[src/rtl/max7219_rx_pkg.sv]
// Shared types and constants for the MAX7219 serial receiver/decoder.
package max7219_rx_pkg;

  localparam logic [3:0] C_ADDR_NOOP       = 4'h0;
  localparam logic [3:0] C_ADDR_DIGIT0     = 4'h1;
  localparam logic [3:0] C_ADDR_DECODE     = 4'h9;
  localparam logic [3:0] C_ADDR_INTENSITY  = 4'hA;
  localparam logic [3:0] C_ADDR_SCAN_LIMIT = 4'hB;
  localparam logic [3:0] C_ADDR_SHUTDOWN   = 4'hC;
  localparam logic [3:0] C_ADDR_TEST       = 4'hF;

  typedef struct packed {
    logic [3:0] addr;
    logic [7:0] data;
  } t_max7219_frame;

  typedef enum logic {
    ST_IDLE = 1'b0,
    ST_EMIT = 1'b1
  } t_rx_state;

  // Addresses backed by a real device register (no-op and reserved excluded).
  function automatic logic is_image_addr(input logic [3:0] addr);
    return ((addr >= C_ADDR_DIGIT0) && (addr <= C_ADDR_SHUTDOWN)) || (addr == C_ADDR_TEST);
  endfunction

endpackage

[src/rtl/max7219_rx_sync.sv]
// Two-flop synchronizer with a rising-edge detect register for one serial line.
module max7219_rx_sync
  import max7219_rx_pkg::*;
(
  input  logic clk,
  input  logic rst_n,
  input  logic async_in,
  output logic level,
  output logic rise
);

  logic meta_r;
  logic sync_r;
  logic prev_r;

  // Synchronizer chain plus the previous-level register used for edge detection.
  always_ff @(posedge clk or negedge rst_n) begin
    if (!rst_n) begin
      meta_r <= 1'b0;
      sync_r <= 1'b0;
      prev_r <= 1'b0;
    end else begin
      meta_r <= async_in;
      sync_r <= meta_r;
      prev_r <= sync_r;
    end
  end

  assign level = sync_r;
  assign rise  = sync_r & ~prev_r;

endmodule

[src/rtl/max7219_rx_decoder.sv]
// MAX7219 LOAD/DIN/CLK receiver: deserializes a daisy chain and emits one frame per cycle.
// Optional per-matrix register image enabled by macro MAX7219_RX_REGFILE_EN.
module max7219_rx_decoder
  import max7219_rx_pkg::*;
#(
  parameter int G_NB_MATRIX        = 8,
  parameter int G_MATRIX_IDX_WIDTH = 3
) (
  input  logic                          clk,
  input  logic                          rst_n,
  input  logic                          i_max7219_clk,
  input  logic                          i_max7219_din,
  input  logic                          i_max7219_load,
  output logic                          o_valid,
  output logic [G_MATRIX_IDX_WIDTH-1:0] o_matrix_idx,
  output logic [3:0]                    o_addr,
  output logic [7:0]                    o_data,
  output logic                          o_err_len,
  output logic                          o_overrun,
  input  logic [G_MATRIX_IDX_WIDTH-1:0] i_rd_matrix,
  input  logic [3:0]                    i_rd_addr,
  output logic [7:0]                    o_rd_data
);

  localparam int C_SR_W = 16 * G_NB_MATRIX;
  localparam int C_CNT_W = $clog2(C_SR_W) + 1;
  localparam logic [C_CNT_W-1:0] C_CNT_FULL = C_CNT_W'(C_SR_W);
  localparam logic [C_CNT_W-1:0] C_CNT_MAX = {C_CNT_W{1'b1}};
  localparam logic [G_MATRIX_IDX_WIDTH-1:0] C_IDX_LAST = G_MATRIX_IDX_WIDTH'(G_NB_MATRIX - 1);
  localparam logic [G_MATRIX_IDX_WIDTH-1:0] C_IDX_ZERO = {G_MATRIX_IDX_WIDTH{1'b0}};

  logic din_level_s;
  logic sclk_rise_s;
  logic load_rise_s;
  logic unused_din_rise_s;
  logic unused_sclk_level_s;
  logic unused_load_level_s;

  logic [C_SR_W-1:0]             shift_r;
  logic [C_CNT_W-1:0]            cnt_r;
  logic [15:0]                   frame_buf_r [G_NB_MATRIX];
  t_rx_state                     state_r;
  t_rx_state                     state_nxt_s;
  logic [G_MATRIX_IDX_WIDTH-1:0] idx_r;
  logic [G_MATRIX_IDX_WIDTH-1:0] idx_nxt_s;
  logic                          accept_s;
  logic                          emit_s;
  logic                          err_nxt_s;
  logic                          ovr_nxt_s;
  logic [15:0]                   cur_word_s;
  logic [3:0]                    unused_frame_hi_s;
  t_max7219_frame                cur_frame_s;

  max7219_rx_sync u_sync_clk (
    .clk(clk), .rst_n(rst_n), .async_in(i_max7219_clk),
    .level(unused_sclk_level_s), .rise(sclk_rise_s)
  );

  max7219_rx_sync u_sync_din (
    .clk(clk), .rst_n(rst_n), .async_in(i_max7219_din),
    .level(din_level_s), .rise(unused_din_rise_s)
  );

  max7219_rx_sync u_sync_load (
    .clk(clk), .rst_n(rst_n), .async_in(i_max7219_load),
    .level(unused_load_level_s), .rise(load_rise_s)
  );

  // Shift register and saturating bit counter; any LOAD edge restarts the count.
  always_ff @(posedge clk or negedge rst_n) begin
    if (!rst_n) begin
      shift_r <= {C_SR_W{1'b0}};
      cnt_r   <= {C_CNT_W{1'b0}};
    end else begin
      if (sclk_rise_s) begin
        shift_r <= {shift_r[C_SR_W-2:0], din_level_s};
      end
      if (load_rise_s) begin
        cnt_r <= {C_CNT_W{1'b0}};
      end else if (sclk_rise_s && (cnt_r != C_CNT_MAX)) begin
        cnt_r <= cnt_r + C_CNT_W'(1);
      end
    end
  end

  // Snapshot the whole chain so shifting can resume while frames drain.
  always_ff @(posedge clk or negedge rst_n) begin
    if (!rst_n) begin
      for (int k = 0; k < G_NB_MATRIX; k++) frame_buf_r[k] <= 16'h0000;
    end else if (accept_s) begin
      for (int k = 0; k < G_NB_MATRIX; k++) frame_buf_r[k] <= shift_r[16*k +: 16];
    end
  end

  // FSM state and emission index.
  always_ff @(posedge clk or negedge rst_n) begin
    if (!rst_n) begin
      state_r <= ST_IDLE;
      idx_r   <= C_IDX_ZERO;
    end else begin
      state_r <= state_nxt_s;
      idx_r   <= idx_nxt_s;
    end
  end

  // Next-state logic: accept or reject LOAD in IDLE, flag overrun in EMIT.
  always_comb begin
    state_nxt_s = state_r;
    idx_nxt_s   = idx_r;
    accept_s    = 1'b0;
    emit_s      = 1'b0;
    err_nxt_s   = 1'b0;
    ovr_nxt_s   = 1'b0;
    case (state_r)
      ST_IDLE: begin
        if (load_rise_s) begin
          if (cnt_r == C_CNT_FULL) begin
            accept_s    = 1'b1;
            state_nxt_s = ST_EMIT;
            idx_nxt_s   = C_IDX_ZERO;
          end else begin
            err_nxt_s = 1'b1;
          end
        end else begin
          state_nxt_s = ST_IDLE;
        end
      end
      ST_EMIT: begin
        emit_s    = 1'b1;
        ovr_nxt_s = load_rise_s;
        if (idx_r == C_IDX_LAST) begin
          state_nxt_s = ST_IDLE;
          idx_nxt_s   = C_IDX_ZERO;
        end else begin
          idx_nxt_s = idx_r + G_MATRIX_IDX_WIDTH'(1);
        end
      end
      default: begin
        state_nxt_s = ST_IDLE;
        idx_nxt_s   = C_IDX_ZERO;
      end
    endcase
  end

  assign cur_word_s        = frame_buf_r[idx_r];
  assign cur_frame_s       = t_max7219_frame'(cur_word_s[11:0]);
  assign unused_frame_hi_s = cur_word_s[15:12];

  // Registered frame stream; addr/data/idx hold the last frame between strobes.
  always_ff @(posedge clk or negedge rst_n) begin
    if (!rst_n) begin
      o_valid      <= 1'b0;
      o_matrix_idx <= C_IDX_ZERO;
      o_addr       <= 4'h0;
      o_data       <= 8'h00;
      o_err_len    <= 1'b0;
      o_overrun    <= 1'b0;
    end else begin
      o_valid   <= emit_s;
      o_err_len <= err_nxt_s;
      o_overrun <= ovr_nxt_s;
      if (emit_s) begin
        o_matrix_idx <= idx_r;
        o_addr       <= cur_frame_s.addr;
        o_data       <= cur_frame_s.data;
      end
    end
  end

`ifdef MAX7219_RX_REGFILE_EN
  logic [7:0] image_r [G_NB_MATRIX][16];

  // Register image written as frames are emitted; no-op and reserved are skipped.
  always_ff @(posedge clk or negedge rst_n) begin
    if (!rst_n) begin
      for (int m = 0; m < G_NB_MATRIX; m++) begin
        for (int a = 0; a < 16; a++) image_r[m][a] <= 8'h00;
      end
    end else if (emit_s && is_image_addr(cur_frame_s.addr)) begin
      image_r[idx_r][cur_frame_s.addr] <= cur_frame_s.data;
    end
  end

  // Registered read port; a same-cycle write is seen only on the next read.
  always_ff @(posedge clk or negedge rst_n) begin
    if (!rst_n) begin
      o_rd_data <= 8'h00;
    end else if (is_image_addr(i_rd_addr) && (i_rd_matrix <= C_IDX_LAST)) begin
      o_rd_data <= image_r[i_rd_matrix][i_rd_addr];
    end else begin
      o_rd_data <= 8'h00;
    end
  end
`else
  logic [G_MATRIX_IDX_WIDTH+3:0] unused_rd_s;
  assign unused_rd_s = {i_rd_matrix, i_rd_addr};

  // No image storage: read data is held at zero.
  always_ff @(posedge clk or negedge rst_n) begin
    if (!rst_n) begin
      o_rd_data <= 8'h00;
    end else begin
      o_rd_data <= 8'h00;
    end
  end
`endif

endmodule
[config.mk]
export PLATFORM = sky130hd
export DESIGN_NAME = max7219_rx_decoder
export DESIGN_NICKNAME = d
export VERILOG_FILES = /design/src/rtl/max7219_rx_pkg.sv /design/src/rtl/max7219_rx_sync.sv /design/src/rtl/max7219_rx_decoder.sv
export SDC_FILE = /design/constraint.sdc
export NUM_CORES = 1
export LEC_CHECK = 0
export CAP_MARGIN = 15
export CORE_MARGIN = 2
export CORE_UTILIZATION = 30
export DETAILED_ROUTE_END_ITERATION = 10
export GPL_TIMING_DRIVEN = 0
export PLACE_DENSITY = 0.56
export SLEW_MARGIN = 40
export SYNTH_ARGS = -nofsm -noshare
export SYNTH_HDL_FRONTEND = slang
export SYNTH_SLANG_ARGS = --single-unit
[constraint.sdc]
create_clock -name clk -period 2.05 [get_ports clk]
set_input_delay 0.3075 -clock clk [delete_from_list [all_inputs] [get_ports clk]]
set_output_delay 0.3075 -clock clk [all_outputs]
set_load 0.05 [all_outputs]
==> impl_metrics.csv, run 1 <==
group,metric,value,unit
timing,setup_viol,0,
critical_path,crit_buf_inv,1,
timing,fmax,0.501,GHz
critical_path,slowest_stage,"clkdlybuf4s50_1",
final_layout,fillerInstances,3217,
final_layout,n_antenna_cell,0,
synth,synth_area,10400,sq um
drt,ant_nets,0,
min_path,min_path_type,"input port to flip-flop",
final_layout,fin_nets,725,
synth,seq_area_frac_synth,61.8,%
timing,finClkSkew,0.0101,ns
timing,whs,0.215,ns
clock_tree,htree_levels,1,
synth,synth_top_area_share,61.8,%
drt,initialDrtViolationCount,172,
critical_path,required,1.74,ns
drt,vias,5350,
timing,fin_crit,2.00,ns
power_and_ir_drop,peakVddDrop,0.642,mV
critical_path,max_stage_delay,0.80,ns
final_layout,final_common_cell,"dfrtp_1",
timing,rsz0062_at_grt,"false",
floorplanning,fp.dieW,191,um
clock_tree,insertion_delay,0.53,ns
place,gp_congestion,0.732,
drt,vias_per_cell,4.53,
critical_path,crit_family,"buffers and inverters",
global_route,grt_max_degree,75,
place,hpwl,13.9,mm
critical_path,crit_type,"flip-flop to output port",
clock_tree,cts_tree,"built",
place,numPortBuffers,22,
critical_path,crit_fanout,2,
final_layout,fin_util,36.5,%
floorplanning,ios,38,
job,drv_cap,0,
clock_tree,clkSlewWorstSetupHoldPaths,0.06,ns
global_route,grt_pass1_wl,33.8,mm
synth,ys_types,33,
floorplanning,die_y,191,um
floorplanning,core_area,34500,sq um
global_route,antenna_found_initial,0,
synth,synthCells,637,
timing,finalSetupTns,0,ns
synth,syn_avg_cell_area,16.4,sq um
final_layout,drive_gt1_share,47.5,%
clock_tree,clkSinkCount,258,
drt,route.detailed.drc,0,
timing,fin_crit_sh,97.4,%
critical_path,worstPathCellList,"clkdlybuf4s50_1",
clock_tree,cts_buffer_depth,3,
global_route,grt_pass1_vias,5750,
floorplanning,dieArea,36300,sq um
drt,wl_per_cell,17.8,um
power_and_ir_drop,p_per_area,864,nW/um^2
global_route,grtUsageTotal,12.0,%
drt,route.final.wire_length,21.0,mm
synth,ys_top_cells_by_area,"dfrtp_1 (62%), mux2_2 (21%), mux4_2 (5.2%), mux2_4 (4.2%), mux2i_1 (1.2%)",
run_status,status,"finished, final reports clean",
critical_path,cp.arrival,1.69,ns
floorplanning,initial_core_util,30.3,%
synth,synth_area_leader_cell,"dfrtp_1",
floorplanning,row_count,68,
clock_tree,cts_made_buffers,28,
critical_path,start_kind,"flip-flop",
final_layout,syn_to_final_growth,20.6,%
critical_path,end_kind,"output port",
timing,report.final.slew_viol_count,0,
timing,tightestPinTransition,0.630,ns
timing,relSlewSlack,58.0,%
power_and_ir_drop,leakagePower,6.18,nW
global_route,gr-total-overflow,0,
clock_tree,root_buffer,"clkbuf_16",
drt,first_pass_iters,4,
timing,final-hold-violation-count,0,
synth,ys_ff_latch,258,
final_layout,final_cell_mix,"dfrtp_1 (258), mux2_2 (194), mux2_4 (29), clkbuf_16 (29), mux4_2 (24)",
synth,yosysWarnings,0,
-- registers in the layout, indices dropped and copies added (netlist names), 3 cells and up --
name / count
cnt_r: 8
frame_buf_r: 96
idx_r: 3
o_addr: 4
o_data: 8
o_matrix_idx: 3
shift_r: 124
-- timing repair --
action                                  4_1_cts  5_1_grt
endpoints found under the hold margin        46        0
cloned                                        3        0
pin swaps                                     2        1
setup buffers                                 6        0
hold buffers                                  1        0
endpoints found under the setup margin      209      110
resized for setup                            51        4
-- worst reg2reg max path: stages (launching register included) --
cell and delay [ns]:
dfrtp_1 0.35, clkbuf_2 0.28, buf_2 0.38, mux4_2 0.43
mux2i_1 0.27, a21oi_1 0.11
-- metal layers --
metal | up-vias | wire length [um] | global-route usage, %
met2 | 63 | 10000 | 19.9
met3 | 28 | 654 | 1.62
li1 | 2424 | - | -
met5 | - | 0 | 0
met1 | 2835 | 9930 | 16.7
met4 | 0 | 393 | 3.13
-- synth_stat cells --
library cell    n
buf_4           8
o211ai_1        2
nand4_1         2
mux4_2         24
nand4bb_1       1
mux2_4         29
ha_1            4
and2_1          1
dfrtp_1       258
nor2b_1         2
mux2i_1        13
o21ai_0         4
buf_1           4
mux2_2        194
nand3_1         3
nor3_1          2
or3_1           2
xnor2_1         1
inv_1           3
nand2b_1        1
buf_2          20
clkbuf_1        8
conb_1          1
xor2_1          4
and3_1          2
nand2_1         1
a21oi_1        15
nor4_4          1
a21o_1          1
buf_6           4
nor2_1         19
nand3_2         1
a22o_1          2
-- final timing paths --
kind / from / end / slack (ns) / depth (start not counted)
min in group asynchronous: rst_n / shift_r[53] / 0.29 / 2
max in group asynchronous: rst_n / frame_buf_r[22] / 0.72 / 4
hold reg to reg: u_sync_clk.meta_r / u_sync_clk.level / 0.35 / 0
setup reg to reg: idx_r[2] / o_data[4] / 0.08 / 5
hold / removal: i_max7219_load / u_sync_load.meta_r / 0.22 / 1
setup / recovery: o_data[6] / o_data[6] / 0.05 / 1
-- cells by family (layout without fill, tap and decap cells) --
group	count (synthesis)	in the layout	share of synthesized area, %
AO/OA/AOI/OAI	24	24	1.29
XOR/XNOR	5	5	0.419
adder cells (fa/ha/maj)	4	4	0.479
buffers and inverters	47	129	2.50
flip-flops	258	258	61.8
multiplexers	260	260	31.5
other	1	8	0.0359
AND/OR/NAND/NOR	38	38	1.96
-- area by class of cell --
| cell class | instances | area [sq um] | area share [%] |
|---|---|---|---|
| sequential | 258 | 6460 | 51.3 |
| multi-input combinational | 339 | 3790 | 30.1 |
| clock buffer | 38 | 790 | 6.27 |
| tap | 455 | 569 | 4.52 |
| timing repair buffer | 35 | 463 | 3.68 |
| buffer | 44 | 393 | 3.12 |
| clock inverter | 9 | 120 | 0.954 |
| inverter | 3 | 11.3 | 0.0894 |
-- metrics by stage --
step	worst slack, ns	cell area [sq um]	std cells	power (W)
4_1_cts	-0.0341	12600	1181	0.0110
6_report	0.0543	12600	1181	0.0109
3_3_place_gp	-10.66	11300	1121	0.00591
3_5_place_dp	-0.488	11300	1124	0.00594
2_1_floorplan	0.230	10500	644	0.00571
5_1_grt	0.00435	12600	1181	0.0113
-- where the power goes --
group | internal (W) | leakage, nW | total, W | switching (W)
sequential | 0.00525 | 3.56 | 0.00537 | 0.000119
clock | 0.00304 | 0.452 | 0.00500 | 0.00196
combinational | 0.000238 | 2.17 | 0.000509 | 0.000271
total | 0.00853 | 6.18 | 0.0109 | 0.00235
Power figures use the tool's default switching activity.
==> run 2, diff against run 1 <==
Settings changed: CTS_CLUSTER_DIAMETER set to 150.
==> results of run 2 <==
No change in the layout: final DEF, timing and power equal those of run 1.
==> run 3, diff against run 2 <==
Settings changed: CAP_MARGIN 15 to 0.
==> results of run 3 <==
No change in the layout: final DEF, timing and power equal those of run 1.
